[src/rtl/pipe_hazard_ctrl_if.sv]
// ---------------------------------------------------------------------------
// pipe_hazard_ctrl_if
// Bundle of every signal exchanged between the pipeline control sequencer
// and its surroundings (instruction decoder and datapath).
//
//   master : decoder/datapath side. Drives the decode-stage control word,
//            register addresses and ALU flags; receives the E/M/W controls,
//            forwarding selects, stall/flush controls and the NZCV register.
//   slave  : pipe_hazard_ctrl side (the mirror image of master).
//
// Parameters: RA_W = register-address width, ALUC_W = ALUControl width.
// ---------------------------------------------------------------------------
interface pipe_hazard_ctrl_if #(
    parameter int RA_W   = 4,
    parameter int ALUC_W = 3
);
    // Decode-stage control word
    logic              PCSD;
    logic              RegWD;
    logic              MemtoRegD;
    logic              MemWD;
    logic              BranchD;
    logic              ALUSrcD;
    logic [ALUC_W-1:0] ALUControlD;
    logic [1:0]        FlagWD;
    logic [3:0]        CondD;
    logic [RA_W-1:0]   RA1D;
    logic [RA_W-1:0]   RA2D;
    logic [RA_W-1:0]   WA3D;

    // Execute-stage ALU flags {N,Z,C,V}
    logic [3:0]        ALUFlagsE;

    // Controls carried down the pipe
    logic [ALUC_W-1:0] ALUControlE;
    logic              ALUSrcE;
    logic              BranchTakenE;
    logic              MemWriteM;
    logic              RegWriteW;
    logic              MemtoRegW;
    logic              PCSrcW;
    logic [RA_W-1:0]   WA3W;

    // Hazard unit outputs
    logic [1:0]        ForwardAE;
    logic [1:0]        ForwardBE;
    logic              StallF;
    logic              StallD;
    logic              FlushD;
    logic              FlushE;
    logic [3:0]        FlagsQ;

    modport master (
        output PCSD, RegWD, MemtoRegD, MemWD, BranchD, ALUSrcD, ALUControlD,
               FlagWD, CondD, RA1D, RA2D, WA3D, ALUFlagsE,
        input  ALUControlE, ALUSrcE, BranchTakenE, MemWriteM, RegWriteW,
               MemtoRegW, PCSrcW, WA3W, ForwardAE, ForwardBE, StallF, StallD,
               FlushD, FlushE, FlagsQ
    );

    modport slave (
        input  PCSD, RegWD, MemtoRegD, MemWD, BranchD, ALUSrcD, ALUControlD,
               FlagWD, CondD, RA1D, RA2D, WA3D, ALUFlagsE,
        output ALUControlE, ALUSrcE, BranchTakenE, MemWriteM, RegWriteW,
               MemtoRegW, PCSrcW, WA3W, ForwardAE, ForwardBE, StallF, StallD,
               FlushD, FlushE, FlagsQ
    );
endinterface

[src/rtl/pipe_hazard_ctrl.sv]
// ---------------------------------------------------------------------------
// pipe_hazard_ctrl
// Pipeline control sequencer for the 5-stage (F/D/E/M/W) RSA CPU. Carries the
// decoder's control word through E/M/W, evaluates the condition field against
// the held NZCV register, and produces forwarding selects plus the stall and
// flush controls for the datapath pipeline registers.
//
// Ports:
//   clk   : system clock, all state changes on the rising edge
//   rst_n : asynchronous active-low reset
//   bus   : pipe_hazard_ctrl_if.slave (decode control word, ALU flags in;
//           E/M/W controls, forwarding, stall/flush, FlagsQ out)
//
// Build option:
//   PIPE_FWD_EN defined   : M/W -> E operand forwarding, stall only on
//                           load-use.
//   PIPE_FWD_EN undefined : no forwarding (selects tied to 00); any RAW
//                           dependency on an instruction in E or M stalls D.
//                           The regfile writes on the falling edge, so W
//                           never needs a check.
// ---------------------------------------------------------------------------
module pipe_hazard_ctrl #(
    parameter int RA_W   = 4,
    parameter int ALUC_W = 3
) (
    input  logic              clk,
    input  logic              rst_n,
    pipe_hazard_ctrl_if.slave bus
);
    // D->E control register
    logic              pcsE_q, regWE_q, memtoRegE_q, memWE_q, branchE_q, aluSrcE_q;
    logic [ALUC_W-1:0] aluCtlE_q;
    logic [1:0]        flagWE_q;
    logic [3:0]        condE_q;
    logic [RA_W-1:0]   wa3E_q;

    // E->M and M->W control registers (write enables already cond-gated)
    logic              regWriteM_q, memWriteM_q, pcSrcM_q, memtoRegM_q;
    logic [RA_W-1:0]   wa3M_q;
    logic              regWriteW_q, memtoRegW_q, pcSrcW_q;
    logic [RA_W-1:0]   wa3W_q;

    logic [3:0]        flags_q, flags_d;
    logic              flagN, flagZ, flagC, flagV;
    logic              condExE, hazardStall, pcWrPending, branchTakenE, flushE;
    logic [1:0]        forwardA, forwardB;

    assign {flagN, flagZ, flagC, flagV} = flags_q;

    always_comb begin
        condExE = 1'b0;
        case (condE_q)
            4'b0000: condExE = flagZ;
            4'b0001: condExE = !flagZ;
            4'b0010: condExE = flagC;
            4'b0011: condExE = !flagC;
            4'b0100: condExE = flagN;
            4'b0101: condExE = !flagN;
            4'b0110: condExE = flagV;
            4'b0111: condExE = !flagV;
            4'b1000: condExE = flagC & !flagZ;
            4'b1001: condExE = !flagC | flagZ;
            4'b1010: condExE = (flagN == flagV);
            4'b1011: condExE = (flagN != flagV);
            4'b1100: condExE = !flagZ & (flagN == flagV);
            4'b1101: condExE = flagZ | (flagN != flagV);
            4'b1110: condExE = 1'b1;
            default: condExE = 1'b0;
        endcase
    end

    // NZ and CV are written independently so a flag-setting op can preserve
    // the half it does not own.
    always_comb begin
        flags_d = flags_q;
        if (flagWE_q[1] && condExE) flags_d[3:2] = bus.ALUFlagsE[3:2];
        if (flagWE_q[0] && condExE) flags_d[1:0] = bus.ALUFlagsE[1:0];
    end

`ifdef PIPE_FWD_EN
    logic [RA_W-1:0] ra1E_q, ra2E_q;

    always_ff @(posedge clk or negedge rst_n) begin
        if (!rst_n) begin
            ra1E_q <= '0;
            ra2E_q <= '0;
        end else if (flushE) begin
            ra1E_q <= '0;
            ra2E_q <= '0;
        end else begin
            ra1E_q <= bus.RA1D;
            ra2E_q <= bus.RA2D;
        end
    end

    // M is the younger producer, so it takes priority over W.
    always_comb begin
        forwardA = 2'b00;
        forwardB = 2'b00;
        if (regWriteM_q && (ra1E_q == wa3M_q))      forwardA = 2'b10;
        else if (regWriteW_q && (ra1E_q == wa3W_q)) forwardA = 2'b01;
        if (regWriteM_q && (ra2E_q == wa3M_q))      forwardB = 2'b10;
        else if (regWriteW_q && (ra2E_q == wa3W_q)) forwardB = 2'b01;
    end

    // Only a load in E cannot be forwarded in time.
    assign hazardStall = memtoRegE_q & regWE_q &
                         ((bus.RA1D == wa3E_q) | (bus.RA2D == wa3E_q));
`else
    assign forwardA = 2'b00;
    assign forwardB = 2'b00;

    // The E term uses the ungated write enable because the condition of the
    // producer is not known early enough to release the consumer.
    assign hazardStall = (regWE_q & ((bus.RA1D == wa3E_q) | (bus.RA2D == wa3E_q))) |
                         (regWriteM_q & ((bus.RA1D == wa3M_q) | (bus.RA2D == wa3M_q)));
`endif

    // The raw PCSD input is masked by rst_n so every output reads zero while
    // reset is held, even if the decoder still presents a PC write.
    assign pcWrPending  = (bus.PCSD & rst_n) | pcsE_q | pcSrcM_q;
    assign branchTakenE = branchE_q & condExE;
    assign flushE       = hazardStall | branchTakenE;

    // D->E takes a bubble on flush; E->M and M->W always advance.
    always_ff @(posedge clk or negedge rst_n) begin
        if (!rst_n) begin
            pcsE_q      <= 1'b0;
            regWE_q     <= 1'b0;
            memtoRegE_q <= 1'b0;
            memWE_q     <= 1'b0;
            branchE_q   <= 1'b0;
            aluSrcE_q   <= 1'b0;
            aluCtlE_q   <= '0;
            flagWE_q    <= '0;
            condE_q     <= '0;
            wa3E_q      <= '0;
            regWriteM_q <= 1'b0;
            memWriteM_q <= 1'b0;
            pcSrcM_q    <= 1'b0;
            memtoRegM_q <= 1'b0;
            wa3M_q      <= '0;
            regWriteW_q <= 1'b0;
            memtoRegW_q <= 1'b0;
            pcSrcW_q    <= 1'b0;
            wa3W_q      <= '0;
            flags_q     <= '0;
        end else begin
            if (flushE) begin
                pcsE_q      <= 1'b0;
                regWE_q     <= 1'b0;
                memtoRegE_q <= 1'b0;
                memWE_q     <= 1'b0;
                branchE_q   <= 1'b0;
                aluSrcE_q   <= 1'b0;
                aluCtlE_q   <= '0;
                flagWE_q    <= '0;
                condE_q     <= '0;
                wa3E_q      <= '0;
            end else begin
                pcsE_q      <= bus.PCSD;
                regWE_q     <= bus.RegWD;
                memtoRegE_q <= bus.MemtoRegD;
                memWE_q     <= bus.MemWD;
                branchE_q   <= bus.BranchD;
                aluSrcE_q   <= bus.ALUSrcD;
                aluCtlE_q   <= bus.ALUControlD;
                flagWE_q    <= bus.FlagWD;
                condE_q     <= bus.CondD;
                wa3E_q      <= bus.WA3D;
            end
            regWriteM_q <= regWE_q & condExE;
            memWriteM_q <= memWE_q & condExE;
            pcSrcM_q    <= pcsE_q & condExE;
            memtoRegM_q <= memtoRegE_q;
            wa3M_q      <= wa3E_q;
            regWriteW_q <= regWriteM_q;
            memtoRegW_q <= memtoRegM_q;
            pcSrcW_q    <= pcSrcM_q;
            wa3W_q      <= wa3M_q;
            flags_q     <= flags_d;
        end
    end

    // Stall and flush on D together: the datapath lets the flush dominate.
    assign bus.ALUControlE  = aluCtlE_q;
    assign bus.ALUSrcE      = aluSrcE_q;
    assign bus.BranchTakenE = branchTakenE;
    assign bus.MemWriteM    = memWriteM_q;
    assign bus.RegWriteW    = regWriteW_q;
    assign bus.MemtoRegW    = memtoRegW_q;
    assign bus.PCSrcW       = pcSrcW_q;
    assign bus.WA3W         = wa3W_q;
    assign bus.ForwardAE    = forwardA;
    assign bus.ForwardBE    = forwardB;
    assign bus.StallD       = hazardStall;
    assign bus.StallF       = hazardStall | pcWrPending;
    assign bus.FlushE       = flushE;
    assign bus.FlushD       = pcWrPending | pcSrcW_q | branchTakenE;
    assign bus.FlagsQ       = flags_q;
endmodule

[src/flat_wrapper.sv]
// flat-port wrapper written by rule: the top's interface ports become plain ports
module pipe_hazard_ctrl_flat 
#(
    parameter int RA_W   = 4,
    parameter int ALUC_W = 3
)
  (clk, rst_n, bus_PCSD, bus_RegWD, bus_MemtoRegD, bus_MemWD, bus_BranchD, bus_ALUSrcD, bus_ALUControlD, bus_FlagWD, bus_CondD, bus_RA1D, bus_RA2D, bus_WA3D, bus_ALUFlagsE, bus_ALUControlE, bus_ALUSrcE, bus_BranchTakenE, bus_MemWriteM, bus_RegWriteW, bus_MemtoRegW, bus_PCSrcW, bus_WA3W, bus_ForwardAE, bus_ForwardBE, bus_StallF, bus_StallD, bus_FlushD, bus_FlushE, bus_FlagsQ);
  pipe_hazard_ctrl_if #(.RA_W(RA_W), .ALUC_W(ALUC_W)) bus_i ();
  input  logic clk;
  input  logic rst_n;
  input wire logic [$bits(bus_i.PCSD)-1:0] bus_PCSD;
  input wire logic [$bits(bus_i.RegWD)-1:0] bus_RegWD;
  input wire logic [$bits(bus_i.MemtoRegD)-1:0] bus_MemtoRegD;
  input wire logic [$bits(bus_i.MemWD)-1:0] bus_MemWD;
  input wire logic [$bits(bus_i.BranchD)-1:0] bus_BranchD;
  input wire logic [$bits(bus_i.ALUSrcD)-1:0] bus_ALUSrcD;
  input wire logic [$bits(bus_i.ALUControlD)-1:0] bus_ALUControlD;
  input wire logic [$bits(bus_i.FlagWD)-1:0] bus_FlagWD;
  input wire logic [$bits(bus_i.CondD)-1:0] bus_CondD;
  input wire logic [$bits(bus_i.RA1D)-1:0] bus_RA1D;
  input wire logic [$bits(bus_i.RA2D)-1:0] bus_RA2D;
  input wire logic [$bits(bus_i.WA3D)-1:0] bus_WA3D;
  input wire logic [$bits(bus_i.ALUFlagsE)-1:0] bus_ALUFlagsE;
  output wire logic [$bits(bus_i.ALUControlE)-1:0] bus_ALUControlE;
  output wire logic [$bits(bus_i.ALUSrcE)-1:0] bus_ALUSrcE;
  output wire logic [$bits(bus_i.BranchTakenE)-1:0] bus_BranchTakenE;
  output wire logic [$bits(bus_i.MemWriteM)-1:0] bus_MemWriteM;
  output wire logic [$bits(bus_i.RegWriteW)-1:0] bus_RegWriteW;
  output wire logic [$bits(bus_i.MemtoRegW)-1:0] bus_MemtoRegW;
  output wire logic [$bits(bus_i.PCSrcW)-1:0] bus_PCSrcW;
  output wire logic [$bits(bus_i.WA3W)-1:0] bus_WA3W;
  output wire logic [$bits(bus_i.ForwardAE)-1:0] bus_ForwardAE;
  output wire logic [$bits(bus_i.ForwardBE)-1:0] bus_ForwardBE;
  output wire logic [$bits(bus_i.StallF)-1:0] bus_StallF;
  output wire logic [$bits(bus_i.StallD)-1:0] bus_StallD;
  output wire logic [$bits(bus_i.FlushD)-1:0] bus_FlushD;
  output wire logic [$bits(bus_i.FlushE)-1:0] bus_FlushE;
  output wire logic [$bits(bus_i.FlagsQ)-1:0] bus_FlagsQ;
  assign bus_i.PCSD = bus_PCSD;
  assign bus_i.RegWD = bus_RegWD;
  assign bus_i.MemtoRegD = bus_MemtoRegD;
  assign bus_i.MemWD = bus_MemWD;
  assign bus_i.BranchD = bus_BranchD;
  assign bus_i.ALUSrcD = bus_ALUSrcD;
  assign bus_i.ALUControlD = bus_ALUControlD;
  assign bus_i.FlagWD = bus_FlagWD;
  assign bus_i.CondD = bus_CondD;
  assign bus_i.RA1D = bus_RA1D;
  assign bus_i.RA2D = bus_RA2D;
  assign bus_i.WA3D = bus_WA3D;
  assign bus_i.ALUFlagsE = bus_ALUFlagsE;
  assign bus_ALUControlE = bus_i.ALUControlE;
  assign bus_ALUSrcE = bus_i.ALUSrcE;
  assign bus_BranchTakenE = bus_i.BranchTakenE;
  assign bus_MemWriteM = bus_i.MemWriteM;
  assign bus_RegWriteW = bus_i.RegWriteW;
  assign bus_MemtoRegW = bus_i.MemtoRegW;
  assign bus_PCSrcW = bus_i.PCSrcW;
  assign bus_WA3W = bus_i.WA3W;
  assign bus_ForwardAE = bus_i.ForwardAE;
  assign bus_ForwardBE = bus_i.ForwardBE;
  assign bus_StallF = bus_i.StallF;
  assign bus_StallD = bus_i.StallD;
  assign bus_FlushD = bus_i.FlushD;
  assign bus_FlushE = bus_i.FlushE;
  assign bus_FlagsQ = bus_i.FlagsQ;
  pipe_hazard_ctrl #(.RA_W(RA_W), .ALUC_W(ALUC_W)) u_core (.clk(clk), .rst_n(rst_n), .bus(bus_i));
endmodule
[config.mk]
export PLATFORM = sky130hd
export DESIGN_NAME = pipe_hazard_ctrl_flat
export DESIGN_NICKNAME = d
export VERILOG_FILES = /design/src/rtl/pipe_hazard_ctrl_if.sv /design/src/rtl/pipe_hazard_ctrl.sv /design/src/flat_wrapper.sv
export SDC_FILE = /design/constraint.sdc
export NUM_CORES = 1
export LEC_CHECK = 0
export CAP_MARGIN = 10
export CELL_PAD_IN_SITES_DETAIL_PLACEMENT = 1
export CELL_PAD_IN_SITES_GLOBAL_PLACEMENT = 1
export CORE_ASPECT_RATIO = 0.9
export CORE_MARGIN = 2
export CORE_UTILIZATION = 39
export DETAILED_ROUTE_END_ITERATION = 10
export PLACE_DENSITY_LB_ADDON = 0.1
export SETUP_SLACK_MARGIN = 0.05
export SLEW_MARGIN = 20
export SYNTH_ARGS = -nofsm -noshare
export SYNTH_HDL_FRONTEND = slang
export SYNTH_SLANG_ARGS = --single-unit
[constraint.sdc]
create_clock -name clk -period 5.6 [get_ports clk]
set_clock_uncertainty 0.2 [all_clocks]
set_input_delay 0.56 -clock clk [delete_from_list [all_inputs] [get_ports clk]]
set_output_delay 0.56 -clock clk [all_outputs]
set_load 0.05 [all_outputs]
==> results.md <==
- Sequential Power Share: 31.9%
- Hold depth: 0
- Global-route usage over all layers: 16.9%
- Initial antenna violation count: 0
- Post-CTS resize count: 0
- Layout Area Growth over Synthesis: 35.1%
- Number of distinct library cells after synthesis: 39
- Vias in the first global route: 1425
- Top post-synthesis cells by area: dfrtp_1 (52%), nor3b_2 (13%), xor2_1 (7.6%), o211a_1 (2.2%), a31o_2 (1.9%)
- Setup Fix Bufs, Post-CTS: 0
- Worst slew pin tran: around 0.84 ns
- Cell depth of the worst flop-to-flop path: 6
- Synth top area share: between 50% and 60%
- Dpl cells: 250
- Final #Nets: about 230
- HP Start: u_core.memtoRegM_q
- TritonCTS clock tree: done
- Crit path required time: around 4.8 ns
- CP endpoint kind: output pin
- Lkg Pwr: 1.08 nW
- Final wirelength: 4100 um
- FF-to-FF End: u_core.condE_q[1]
- P_int: 0.868 mW
- Wire length on met2: between 2000 and 2500 um
- Hold endpoint: u_core.bus.MemtoRegW
- Clock buffer depth: 2
- Outcome: completed
- Total gr overflow: 0
- Wl on met1: 1790 um
- Crit Path Max Fanout: 12
- Switching pwr: 0.768 mW
- First-pass GRT wire length: 7030 um
- Primary FF master, synth: dfrtp_1
- Combinational Power Share: between 50 and 60%
- Final Critical Period: 4.09 ns
- Detailed Route Iter0 Violations: 22
- Crit Path Category: in2out
- Cell count after synthesis: 141
- Clk root buf: clkbuf_8
- Die height: between 60 and 70 um
- First-pass iteration count of the detailed router: 4
- Die area: 5300 um^2
- Worst min path class: reg2reg
- Sequential element share of the synthesized area: between 50% and 60%
- DP Worst Slack: 1.46 ns
- Met3 routed WL: 223 um
- Commonest cells in the netlist: dfrtp_1 (38), nor3b_2 (19), xor2_1 (16), and2_1 (5)
- Post-route setup TNS: 0 ns
- Worst-Skew Late Latency: approximately 0.28 ns
- ANT cells: 0
- Final HPWL DP: slightly above 3000 um
- DR top layer: met4
- Routability Congestion: 0.815
- Total power: roughly 1.6 mW
- Final cell count without fillers: ~260
- TritonCTS Buffers: 5
- Final setup fails: 0
- Largest net degree at the start of global routing: a little over 40
- Final period util: 73.0%
- Fin. Hold Viols: 0
- Syn avg cell area: 13.1 um^2
- Setup ws final: 1.51 ns
- # rows: 23
- IO buf count: between 50 and 60
- H-Tree Depth: 2
- Share of cells above drive strength 1: 19.6%
- Core area: 4490 um^2
- I/O pin cnt: 58
- Wirelength per Cell: ~16 um
- RSZ-0062 raised after global routing: false
- # clock sinks: 38
- Peak supply drop: 344 uV
- ANT nets after route: 0
- Synthesized cell area: ~1800 um^2
- Flops & latches, synth: 38
- Cts hold-fix bufs: 0
- Max-cap viol count: 0
- Critical path startpoint category: input port
- Post-layout util: 55.5%
- Synth warn: 0
- Leading area contributor after synthesis: dfrtp_1
- Initial core utilization: 41.1%
- Slew margin rel.: 43.9%
- Clock power frac: 10.9%
- Clk slew on worst S/H paths: 0.06 ns
- Chip width: roughly 76 um
- Drc violations: 0
- Net Sw Frac: 47.0%
- Most numerous cell in the Yosys netlist: dfrtp_1
- Flop-to-flop setup slack: roughly 3.1 ns
- Vias/cell: 5.00
- Max Slew Vio Count: 0
- Post-synth EDFFs: 0
- Fmax: 245 MHz
- Reg-to-Reg Start: u_core.bus.FlagsQ[3]
- Async SR Flop Fraction: between 90% and 100%
- Worst Path Arrival: 3.33 ns
- PwrDens: around 660 nW/um^2
- Via count: 1280
state kept, by name, indices dropped and copies added, names as in the netlist, 2 cells and up:
signal / flops
u_core.bus.WA3W: 4
u_core.wa3E_q: 4
u_core.flagWE_q: 2
u_core.bus.ALUControlE: 3
u_core.bus.FlagsQ: 4
u_core.wa3M_q: 4
u_core.condE_q: 4
how the worst max path moves through the flow:
stage / from / to / slack, ns / depth (start not counted)
6_report: bus_RA2D[0] / bus_FlushE / 1.51 / 8
5_1_grt: bus_RA2D[0] / bus_StallF / 1.37 / 8
4_1_cts: bus_RA2D[0] / bus_FlushE / 1.44 / 8
3_5_place_dp: bus_RA2D[0] / bus_FlushE / 1.46 / 8
3_3_place_gp: bus_RA2D[3] / bus_StallF / 1.58 / 8
2_1_floorplan: u_core.bus.FlagsQ[3] / bus_FlushE / 2.64 / 5
layer usage:
layer  vias up  global-route usage [%]
met5         -                       0
met4         0                    4.24
met3         6                    5.21
met2        38                    28.9
met1       635                    20.9
li1        601                       -
area by class of cell:
type / instances / area [um^2]
clock buffers: 6 / 82.6
fillers: 472 / 2000
inverters: 1 / 3.75
multi-input cells: 94 / 837
flip-flops and latches: 38 / 951
well taps: 62 / 77.6
repair buffers: 55 / 541
cell usage in the layout (no fill, tap or decap), drive strengths merged, types with 6 or more instances in the layout:
master	netlist	routed
dfrtp	38	38
xor2	16	16
and2	6	6
clkbuf	3	6
nor3b	19	19
clkdlybuf4s50	0	52
power groups by stage:
stage               clock network (mW)  logic (mW)  registers (mW)
CTS                              0.188       0.951           0.525
global placement                     0       0.925           0.522
detailed placement                   0       0.945           0.529
floorplan                            0       0.533           0.662
global route                     0.200       0.994           0.548
finish                           0.179       0.935           0.522
logic make-up (layout without fill, tap and decap cells):
kind of cell,after synthesis,count (layout),share of synthesized area [%]
AOI/OAI and AO/OA,26,26,13.2
xor gates and xnor gates,17,17,8.07
buffers and inverters,12,62,4.14
DFF,38,38,51.6
muxes,3,3,1.63
other,1,4,0.203
and+or+nand+nor,44,44,21.2
worst max-delay path, cell delays in order:
cell and delay (ns):
clkdlybuf4s50_1 0.46, xor2_1 0.18, nor4_1 0.27, o21ai_0 0.16, nand2_1 0.44, buf_4 0.33
or2_1 0.13, clkdlybuf4s50_1 0.79
through the flow:
step                      hold WS, ns  cell area [um^2]
after floorplan                0.0644              1860
after global placement          0.133              2410
after detailed placement        0.142              2410
after CTS                       0.158              2490
after global routing            0.172              2490
final                           0.153              2490
(Power assumes the default switching activity.)
